===== config.mk =====
export PLATFORM = sky130hd
export DESIGN_NAME = xbar_rr_arbiter
export DESIGN_NICKNAME = d
export VERILOG_FILES = /design/src/rtl/xbar_rr_arbiter.sv
export SDC_FILE = /design/constraint.sdc
export NUM_CORES = 1
export LEC_CHECK = 0
export ABC_AREA = 1
export CAP_MARGIN = 20
export CORE_ASPECT_RATIO = 2
export CORE_MARGIN = 5
export CORE_UTILIZATION = 45
export CTS_CLUSTER_DIAMETER = 150
export DETAILED_ROUTE_END_ITERATION = 10
export GPL_TIMING_DRIVEN = 0
export PLACE_DENSITY = 0.62
export SLEW_MARGIN = 5
export SYNTH_ARGS = -nofsm -noshare
export SYNTH_HDL_FRONTEND = slang
export SYNTH_SLANG_ARGS = --single-unit

===== constraint.sdc =====
create_clock -name CLK -period 2.8 [get_ports CLK]
set_input_delay 0.28 -clock CLK [delete_from_list [all_inputs] [get_ports CLK]]
set_output_delay 0.28 -clock CLK [all_outputs]
set_load 0.02 [all_outputs]

===== src/rtl/xbar_rr_arbiter.sv =====
// Round-robin arbiter for the crossbar mux array. Each output runs an IDLE/BUSY FSM
// that grants one requester, drives the registered select/enable, and bounds contested hold time.
module xbar_rr_arbiter #(
    parameter int unsigned N_IN     = 4,
    parameter int unsigned N_OUT    = 4,
    parameter int unsigned SW       = $clog2(N_IN),
    parameter int unsigned DW       = $clog2(N_OUT),
    parameter int unsigned MAX_HOLD = 8
) (
    input  logic                  CLK,
    input  logic                  RST_N,
    input  logic [N_IN-1:0]       REQ,
    input  logic [N_IN*DW-1:0]    DEST,
    output logic [N_IN-1:0]       GNT,
    output logic [N_OUT*SW-1:0]   SEL,
    output logic [N_OUT-1:0]      OEN
);

    localparam int unsigned     HW        = $clog2(MAX_HOLD);
    localparam logic [HW-1:0]   HOLD_LAST = HW'(MAX_HOLD - 1);

    typedef enum logic {
        IDLE = 1'b0,
        BUSY = 1'b1
    } state_e;

    logic [N_IN-1:0]            gnt_q;
    logic [N_IN-1:0]            gnt_d;
    logic [N_IN-1:0][N_OUT-1:0] own_nx;

    for (genvar o = 0; o < N_OUT; o++) begin : g_out
        logic [N_IN-1:0] cand;
        logic [N_IN-1:0] others;
        state_e          state_q;
        state_e          state_d;
        logic [SW-1:0]   owner_q;
        logic [SW-1:0]   owner_d;
        logic [SW-1:0]   ptr_q;
        logic [SW-1:0]   ptr_d;
        logic [SW-1:0]   win;
        logic [HW-1:0]   hold_q;
        logic [HW-1:0]   hold_d;

        // Inputs currently asking for this output; out-of-range DEST never matches.
        for (genvar i = 0; i < N_IN; i++) begin : g_cand
            assign cand[i]      = REQ[i] && (DEST[i*DW +: DW] == DW'(o));
            assign own_nx[i][o] = (state_d == BUSY) && (owner_d == SW'(i));
        end

        assign others = cand & ~(N_IN'(1) << owner_q);

        // First candidate at or after the round-robin pointer.
        always_comb begin : p_search
            logic        found;
            int unsigned idx;
            found = 1'b0;
            win   = '0;
            idx   = 0;
            for (int unsigned k = 0; k < N_IN; k++) begin
                idx = (32'(ptr_q) + k) % N_IN;
                if (!found && cand[SW'(idx)]) begin
                    win   = SW'(idx);
                    found = 1'b1;
                end
            end
        end

        always_comb begin : p_next
            state_d = state_q;
            owner_d = owner_q;
            ptr_d   = ptr_q;
            hold_d  = hold_q;
            case (state_q)
                IDLE: begin
                    if (|cand) begin
                        state_d = BUSY;
                        owner_d = win;
                        ptr_d   = SW'((32'(win) + 1) % N_IN);
                        hold_d  = '0;
                    end
                end
                BUSY: begin
                    if (!cand[owner_q]) begin
                        state_d = IDLE;
                    end else if (hold_q == HOLD_LAST) begin
                        // Saturated: give way only if someone else is waiting.
                        if (|others) begin
                            state_d = IDLE;
                        end
                    end else begin
                        hold_d = hold_q + HW'(1);
                    end
                end
            endcase
        end

        always_ff @(posedge CLK or negedge RST_N) begin : p_state
            if (!RST_N) begin
                state_q <= IDLE;
                owner_q <= '0;
                ptr_q   <= '0;
                hold_q  <= '0;
            end else begin
                state_q <= state_d;
                owner_q <= owner_d;
                ptr_q   <= ptr_d;
                hold_q  <= hold_d;
            end
        end

        // Owner flop doubles as the select; it keeps its value after release.
        assign SEL[o*SW +: SW] = owner_q;
        assign OEN[o]          = (state_q == BUSY);
    end

    for (genvar i = 0; i < N_IN; i++) begin : g_gnt
        assign gnt_d[i] = |own_nx[i];
    end

    always_ff @(posedge CLK or negedge RST_N) begin : p_gnt
        if (!RST_N) begin
            gnt_q <= '0;
        end else begin
            gnt_q <= gnt_d;
        end
    end

    assign GNT = gnt_q;

endmodule


=== Word-level counts from Yosys, hierarchy flattened ===
Index checks and enable logic that the tools add are counted.
W data, S select, Z words.

* Flip-flop bits (word level): 36
* Output and inout bits: 16

* $add $sub $neg: 20
* Magnitude comparators: 20
* Equality and inequality tests: 40
* Shift operators: 4
* Multiplexer cells: 112
* Bitwise gates (word level): 12
* Reductions and logical operators: 84

{| class="wikitable"
|+ Operator list
! operator !! count
|-
| $lt A2 B3 Y1 const B || 20
|-
| $mux W1 || 48
|-
| $mux W2 || 24
|-
| $reduce_or A4 Y1 || 12
|-
| $logic_and A1 B1 Y1 || 44
|-
| $bmux W1 S2 || 20
|-
| $mux W3 || 12
|-
| $eq A2 B2 Y1 const B || 16
|-
| $pmux W3 S2 || 4
|-
| $add A2 B1 Y2 const B || 8
|-
| $add A2 B2 Y2 const B || 8
|-
| $and A4 B4 Y4 || 4
|-
| $eq A2 B1 Y1 const B || 8
|-
| $logic_not A2 Y1 || 8
|-
| $ne A2 B2 Y1 const B || 8
|-
| $not A4 Y4 || 4
|-
| $shl A1 B2 Y4 const A || 4
|-
| $add A3 B1 Y3 const B || 4
|-
| $eq A3 B3 Y1 const B || 4
|-
| $logic_not A1 Y1 || 12
|-
| $reduce_and A3 Y1 || 4
|-
| $ne A2 B1 Y1 const B || 4
|-
| $pmux W1 S2 || 4
|-
| $reduce_and A2 Y1 || 4
|-
| $not A1 Y1 || 4
|}

=== Depth between registers and ports, before layout ===
Gate-level depths: netlist of run 1.

* Depth after elaboration: 19
* Depth in mapped cells: 17
* Depth with buffers taken out: 16

=== Worst setup path after synthesis of run 1 ===
OpenSTA, ideal clock, no wires.

* Kind: reg2reg
* Start: register g_out[0].ptr_q[0]
* End: register gnt_q[2], in the netlist GNT[2]
* Setup time: 0.119 ns
* Arrival time: 1.515 ns
* Required time: 2.681 ns
* Setup slack: 1.167 ns
* Stages on the path, launching flop included: 16
* Path buffers: 1
* Path through: dfrtp_1 -> buf_2 -> inv_2 -> nand2_1 -> nand2_1 -> nand3_1 -> nand2_1 -> nand2_1 -> nor2_1 -> nand3_1 -> nand3_2 -> nand2_1 -> nand2_1 -> nor2_1 -> nor2_1 -> nand2_1

* Cells in the longest elaborated chain, start to end: 17
* Elaborated cells between the ends (all ways): 29
* Classes of those cells: add/sub: 3; eq/ne: 1; mux: 17; reduce/logical: 8

{| class="wikitable"
|+ Ends and longest elaborated chain
! what !! RTL line !! text
|-
| from (decl) || 38 || <nowiki>logic [SW-1:0] ptr_q;</nowiki>
|-
| from (signal assigned) || 106 || <nowiki>ptr_q <= ptr_d;</nowiki>
|-
| branches (longest 11 deep; another with $add A2 B1 Y2) || -- ||
|-
| $mux W2 (*) || 61 || <nowiki>if (!found && cand[SW'(idx)]) begin</nowiki>
|-
| $mux W2 (*) || 75 || <nowiki>if (|cand) begin</nowiki>
|-
| $mux W2 (*) || 73 || <nowiki>case (state_q)</nowiki>
|-
| $eq A2 B2 Y1 (*) || 47 || <nowiki>assign own_nx[i][o] = (state_d == BUSY) && (owner_d == SW'(i));</nowiki>
|-
| $logic_and A1 B1 Y1 (*) || 47 ||
|-
| $reduce_or A4 Y1 (*) || 117 || <nowiki>assign gnt_d[i] = |own_nx[i];</nowiki>
|-
| via gnt_d[2] || 28 || <nowiki>logic [N_IN-1:0] gnt_d;</nowiki>
|-
| to (signal assigned) || 124 || <nowiki>gnt_q <= gnt_d;</nowiki>
|-
| to (decl) || 27 || <nowiki>logic [N_IN-1:0] gnt_q;</nowiki>
|}

Mark *: on every way through the listed nets, which the timed path passes. The select of a mux whose other input is x is not followed.
A chain may end at the register's enable or synchronous reset.

=== Worst setup path after layout of run 1 ===
* Start: input port DEST[0]
* End: register gnt_q[3], in the netlist GNT[3]

* Cells in the longest elaborated chain, start to end: 19
* Elaborated cells between the ends (all ways): 149
* Classes of those cells: eq/ne: 7; mux: 96; bitwise: 4; reduce/logical: 42

{| class="wikitable"
|+ Ends and longest elaborated chain
! what !! RTL line !! text
|-
| from (decl) || 13 || <nowiki>input logic [N_IN*DW-1:0] DEST,</nowiki>
|-
| $eq A2 B1 Y1 (tied with other cells) || 46 || <nowiki>assign cand[i] = REQ[i] && (DEST[i*DW +: DW] == DW'(o));</nowiki>
|-
| $logic_and A1 B1 Y1 || 46 ||
|-
| $bmux W1 S2 || 61 ||
|-
| $mux W1 (implied by the code) || 61 ||
|-
| $mux W1 || 61 ||
|-
| $logic_not A1 Y1 || 61 ||
|-
| $logic_and A1 B1 Y1 || 61 ||
|-
| $mux W1 || 61 ||
|-
| [... 4 more ...] || -- ||
|-
| $logic_and A1 B1 Y1 || 61 ||
|-
| $mux W2 || 61 ||
|-
| $mux W2 || 75 ||
|-
| $mux W2 || 73 ||
|-
| $eq A2 B2 Y1 || 47 ||
|-
| $logic_and A1 B1 Y1 || 47 ||
|-
| $reduce_or A4 Y1 (*) || 117 ||
|-
| via gnt_d[3] || 28 ||
|}

Mark *: on every way through the listed nets, which the timed path passes. The rest lies on a longest branch. The select of a mux whose other input is x is not followed.

==> results of run 1 <==
critical path: cells and delay by family:
family        cells  cell delay [ps]
simple gates     12             1510
buf+inv           1              530
registers in the layout, indices dropped and copies added, names as in the netlist:
name and cells:
g_out.state_q 4, g_out.owner_q 8, g_out.ptr_q 8, g_out.hold_q 12, GNT 4
metal layers:
layer,up-vias,routed length [um],part of all wire (%),GRT usage [%]
met4,0,112,1.3,6.66
met3,8,329,3.9,2.37
li1,1772,-,-,-
met5,-,0,0,0
met2,71,4120,49,33.3
met1,1546,3870,46,25.8
final timing paths:
check,startpoint,end,slack [ps]
worst max-delay path,DEST[0],GNT[3]$_DFF_PN0_,640
worst min-delay path,RST_N,g_out[1].ptr_q[0]$_DFFE_PN0P_,390
worst max register to register,g_out[0].ptr_q[0]$_DFFE_PN0P_,GNT[2]$_DFF_PN0_,830
worst min register to register,g_out[3].hold_q[0]$_DFFE_PN0P_,g_out[3].hold_q[0]$_DFFE_PN0P_,490
max in group asynchronous,RST_N,g_out[3].ptr_q[0]$_DFFE_PN0P_,1970
min in group CLK,g_out[3].hold_q[0]$_DFFE_PN0P_,g_out[3].hold_q[0]$_DFFE_PN0P_,490
area by class of cell:
class	count	area, um2
inverter	52	195
multi-input combinational	406	2070
clock inverter	3	23.8
timing repair buffer	27	275
sequential	36	901
fill	724	3350
clock buffer	5	125
tap	92	115
buffer	15	100
stage by stage:
stage | utilization (%) | cell area, um2
after floorplan | - | 3260
after global placement | 50.7 | 3630
after detailed placement | 50.9 | 3640
after CTS | 53.1 | 3800
after global routing | 53.1 | 3800
final | 53.1 | 3800
power breakdown:
part	internal, W	total [W]	switching, W
combinational	0.00100	0.00273	0.00173
sequential	0.000724	0.000927	0.000203
clock	0.000331	0.000571	0.000240
cell families (layout without fill, tap and decap cells):
group                    after synthesis  after routing
AND/OR/NAND/NOR                      346            346
buffers and inverters                 67            102
AO/OA/AOI/OAI                         50             50
flip-flops                            36             36
adder cells (fa/ha/maj)                8              8
XOR/XNOR                               2              2
cells in the final DEF (no fill, tap or decap), types with 2 or more instances in the layout:
cell type,instances
o21a_1,2
nand2_2,18
o31ai_1,3
clkdlybuf4s50_1,24
ha_1,8
buf_2,5
nand2_1,148
a22o_1,6
buf_4,8
nand3_1,80
inv_2,10
a21oi_1,9
nor2_2,4
nand4_1,18
nor2_1,51
inv_1,41
nor2_4,4
nor3_1,8
a31oi_1,8
o22ai_1,3
o21ai_0,12
clkinvlp_4,2
nand3_2,14
dfrtp_1,36
clkbuf_16,5
a21oi_2,2
repair_timing:
action | 4_1_cts | 5_1_grt
gates resized for setup | 0 | 0
hold buffers | 1 | 0
setup buffers | 0 | 0
hold endpoints to repair | 8 | 0
setup endpoints to repair | 0 | 0
==> metrics.yaml, run 1 <==
sta:
  setup_viol: 0
  hold_viol_final: 0
  final.setup.tns_ps: 0
  slew_headroom_pct: 74.3
  period_needed_ps: 2160
  max_freq_ghz: 0.463
  setup_ws_ps: 642
  worst_pin_slew_ps: 384
  hold_ws_ps: 387
  clock_skew_ps: 5.29
  period_share_pct: 77.1
  slew_viol_final: 0
  grt_setup_unrepaired: "no"
setup_path:
  cp_cell_sequence: "clkdlybuf4s50_1, nor2_1, nand3_1, nand3_1, nand2_1, nand2_1, nand2_1, nand3_1, nand3_2, nand3_1, nor2_1, nor2_1, nand2_1"
  cp-end-kind: "flip-flop"
  cp.required_ps: 2970
  cp_max_fo: 5
  crit_type: "in -> reg"
  startpoint_type: "primary input"
  r2r_cells: 15
  critPathArrivalTime_ps: 2330
  critPathSlowestCell: "clkdlybuf4s50_1"
  slowest_delay_ps: 530
floorplan:
  ioPinCount: 30
  dieHeight_um: 130
  die_width_um: 70.2
  core_um2: 7160
  fp-row-count: 44
  die_area_um2: 9160
  start_util_pct: 45.6
detailed_routing:
  drt_pass1_iterations: 4
  via_per_inst: 5.34
  first_iter_violations: 263
  wire_per_inst_um: 13.3
  drcViolationCount: 0
  via_count: 3397
  antenna_left: 0
  routed_wirelength_mm: 8.43
place:
  dp_slack_ps: 355
  dp.cells: 627
  gp_congestion: 0.897
  port-buffer-count: 25
  dpl.hpwl_mm: 6.45
global_routing:
  gr-usage-all-layers_pct: 19.6
  first_global_vias: 3199
  grt_pass1_wl_mm: 14.7
  gr-total-overflow: 0
  grt_max_degree: 29
  antenna_found_initial: 0
synthesis:
  synth_area_leaders: "dfrtp_1 (28%), nand2_1 (17%), nand3_1 (12%)"
  ys_ff_latch: 36
  synth_top_cell_area_share_pct: 27.6
  synth-xor-area-share_pct: 0.537
  synthCells: 509
  synth_top_area_cell: "dfrtp_1"
  yosysUniqueCellTypes: 35
  syn_nets: 531
  synth-adder-area-share_pct: 3.07
  synth_top_family_by_area: "simple AND/OR/NAND/NOR gates"
  ys.flop_type: "dfrtp_1"
  async_flop_share_pct: 100
  syn_area_um2: 3260
  synthSimpleGateAreaFrac_pct: 49.9
  avgSynthCellArea_um2: 6.41
  synth_edf_count: 0
  synthMuxAreaShare_pct: 0
  yosysMostFrequentCell: "nand2_1"
  ys_top_cells_by_count: "nand2_1 (148), nand3_1 (80), nor2_1 (51)"
  synth_warnings: 0
  synth-compound-area-share_pct: 9.85
  ys_seq_area_share_pct: 27.6
final_layout:
  antenna_cells: 0
  final_layout_size_suffix_gt1_share_pct: 14.2
  fin_nets: 565
  syn_to_final_growth_pct: 16.5
  fin_cells: 636
run_status:
  status: "finished, final reports clean"
cts:
  cts-root-buf: "clkbuf_16"
  cts.sinks: 36
  clk_latency_ps: 290
  clk_pin_slew_ps: 60
  clockBufferDepth: 2
  htreeDepth: 2
  cts_tree: "done"
  numCtsBuffers: 5
min_path:
  hold_path_class: "in -> async"
pwr:
  power_w: 0.00423
  peakVddDrop_mv: 0.495
  power_density_nw_per_um2: 1110
  leakagePower_nw: 2.02
run:
  cap_violations: 0
Note: power is estimated with default switching activity, not from simulation.
==> run 2: changes to the inputs <==
==> constraint.sdc (replaced) <==
create_clock -name CLK -period 2.2 [get_ports CLK]
set_input_delay 0.22 -clock CLK [delete_from_list [all_inputs] [get_ports CLK]]
set_output_delay 0.22 -clock CLK [all_outputs]
set_load 0.02 [all_outputs]
==> run 2 against run 1 <==
Register-to-register slack got worse by 610 ps. Count of clock-buffer cells in the layout did not move. Die area did not move. Utilization rose by 0.45 points. Critical endpoint unchanged. Largest cell class unchanged. Highest routed layer unchanged.
==> metrics.yaml, run 2 (synthesis results as in run 1) <==
setup_path:
  slowest_delay_ps: 550
  critPathArrivalTime_ps: 2190
  cp-end-kind: "flip-flop"
  crit_type: "in -> reg"
  cp.required_ps: 2370
  crit_end: "GNT[3]$_DFF_PN0_"
  startpoint_type: "primary input"
  cp_max_fo: 6
  r2r_cells: 15
  critPathSlowestCell: "clkdlybuf4s50_1"
  reg2reg_slack_ps: 220
  timing.rr.end: "GNT[2]$_DFF_PN0_"
  cp-startpoint: "DEST[5]"
  rr_startpoint: "g_out[0].ptr_q[0]$_DFFE_PN0P_"
  cp_cell_sequence: "clkdlybuf4s50_1, nor2_1, nand3_1, nand3_1, nand2_1, nand2_1, nand2_1, nand3_1, nand3_2, nand3_1, nor2_1, nor2_1, nand2_1"
pwr:
  peakVddDrop_mv: 0.631
  swShare_pct: 51.4
  internal_power_w: 0.00262
  leakagePower_nw: 2.08
  power_density_nw_per_um2: 1410
  power_frac_comb_pct: 64.6
  p_clk_share_pct: 13.5
  power.switching_w: 0.00277
  power_w: 0.00539
  seqPwrFrac_pct: 21.9
final_layout:
  antenna_cells: 0
  fin_cells: 636
  largestRegisters: "g_out.hold_q: 12 flops, g_out.owner_q: 8 flops, g_out.ptr_q: 8 flops"
  final_layout_size_suffix_gt1_share_pct: 14.9
  fillCellCount: 716
  fin_nets: 565
  largest_reg_flops: 12
  final_common_cell: "nand2_1"
  design_area_um2: 3840
  regMostFlops: "g_out.hold_q"
  syn_to_final_growth_pct: 17.5
  final_cell_mix: "nand2_1 (148), nand3_1 (79), nor2_1 (48)"
  fin_util_pct: 53.6
sta:
  clock_skew_ps: 4.55
  period_share_pct: 91.9
  setup_viol: 0
  period_needed_ps: 2020
  hold_viol_final: 0
  slew_viol_final: 0
  max_freq_ghz: 0.494
  worst_pin_slew_ps: 408
  slew_headroom_pct: 72.8
detailed_routing:
  antenna_left: 0
  first_iter_violations: 284
  drt_pass1_iterations: 5
  via_per_inst: 5.34
  via_count: 3396
  drcViolationCount: 0
  routed_wirelength_mm: 8.38
  wire_per_inst_um: 13.2
global_routing:
  antenna_found_initial: 0
  grt_max_degree: 29
  gr-usage-all-layers_pct: 19.6
  grt_pass1_wl_mm: 14.7
  first_global_vias: 3199
  gr-total-overflow: 0
cts:
  clockBufferDepth: 2
  clk_latency_ps: 280
  numCtsBuffers: 5
  cts-root-buf: "clkbuf_16"
  clk_pin_slew_ps: 60
  htreeDepth: 2
  cts.sinks: 36
  cts_tree: "done"
run_status:
  status: "finished, final reports clean"
floorplan:
  die_area_um2: 9160
  core_um2: 7160
  ioPinCount: 30
  fp-row-count: 44
  dieHeight_um: 130
  die_width_um: 70.2
  start_util_pct: 45.6
place:
  gp_congestion: 0.897
  port-buffer-count: 25
  dp.cells: 627
  placed_area_um2: 3640
  dpl.hpwl_mm: 6.45
run:
  cap_violations: 0
min_path:
  hold_path_class: "in -> async"
[run 2: cell count changes in the layout (fill, tap and decap cells not counted), moves of 2 or more]
cell / change
dlymetal6s2s_1: +6
clkdlybuf4s50_1: -6
nor2_1: -3
nor2_2: +2
[run 2: how the worst min path moves through the flow]
stage                                         startpoint                             end
final                                              RST_N   g_out[1].ptr_q[0]$_DFFE_PN0P_
after global routing                               RST_N   g_out[0].ptr_q[0]$_DFFE_PN0P_
after CTS                                          RST_N   g_out[0].ptr_q[0]$_DFFE_PN0P_
after detailed placement                           RST_N   g_out[1].ptr_q[0]$_DFFE_PN0P_
after global placement    g_out[3].hold_q[0]$_DFFE_PN0P_  g_out[3].hold_q[0]$_DFFE_PN0P_
after floorplan                                    RST_N                GNT[0]$_DFF_PN0_
[run 2: through the flow]
| step | worst slack [ps] | hold slack [ps] | setup TNS (ps) |
|---|---|---|---|
| 5_1_grt | -6.30 | 360 | -6.30 |
| 3_5_place_dp | -185 | 105 | -663 |
| 4_1_cts | 114 | 338 | 0 |
| 3_3_place_gp | -148 | 480 | -4160 |
| 2_1_floorplan | 567 | -75.6 | 0 |
| 6_report | 178 | 328 | 0 |
[run 2: worst max-delay path, delay by kind of cell]
kind | cells | cell delay [ps]
simple gates | 12 | 1410
buf+inv | 1 | 550
[run 2: layer usage]
layer / GRT usage, % / routed length (um) / vias up
li1: - / - / 1769
met1: 25.8 / 3870 / 1536
met2: 33.3 / 4050 / 84
met3: 2.37 / 359 / 7
met4: 6.66 / 98 / 0
met5: 0 / 0 / -
[run 2: repair_timing]
item                                   in CTS  in global routing
resized for setup                           0                 11
buffers inserted                            0                  0
endpoints found under the hold margin       8                  0
hold buffers                                1                  0
setup endpoints to repair                   0                  4
[run 2: area by class of cell]
type	instances	area (um2)	area share (%)
inverter	52	195	5.09
multi-input combinational	406	2090	54.4
tap	92	115	3.00
timing repair buffer	27	290	7.57
sequential	36	901	23.5
buffer	15	100	2.61
clock inverter	3	23.8	0.620
clock buffer	5	125	3.26
[run 2: power groups by stage]
stage | Sequential, W | Combinational, W | Clock (W)
5_1_grt | 0.00123 | 0.00396 | 0.000778
3_3_place_gp | 0.00119 | 0.00345 | 0
2_1_floorplan | 0.00126 | 0.00254 | 0
3_5_place_dp | 0.00119 | 0.00346 | 0
6_report | 0.00118 | 0.00348 | 0.000726
4_1_cts | 0.00118 | 0.00347 | 0.000754
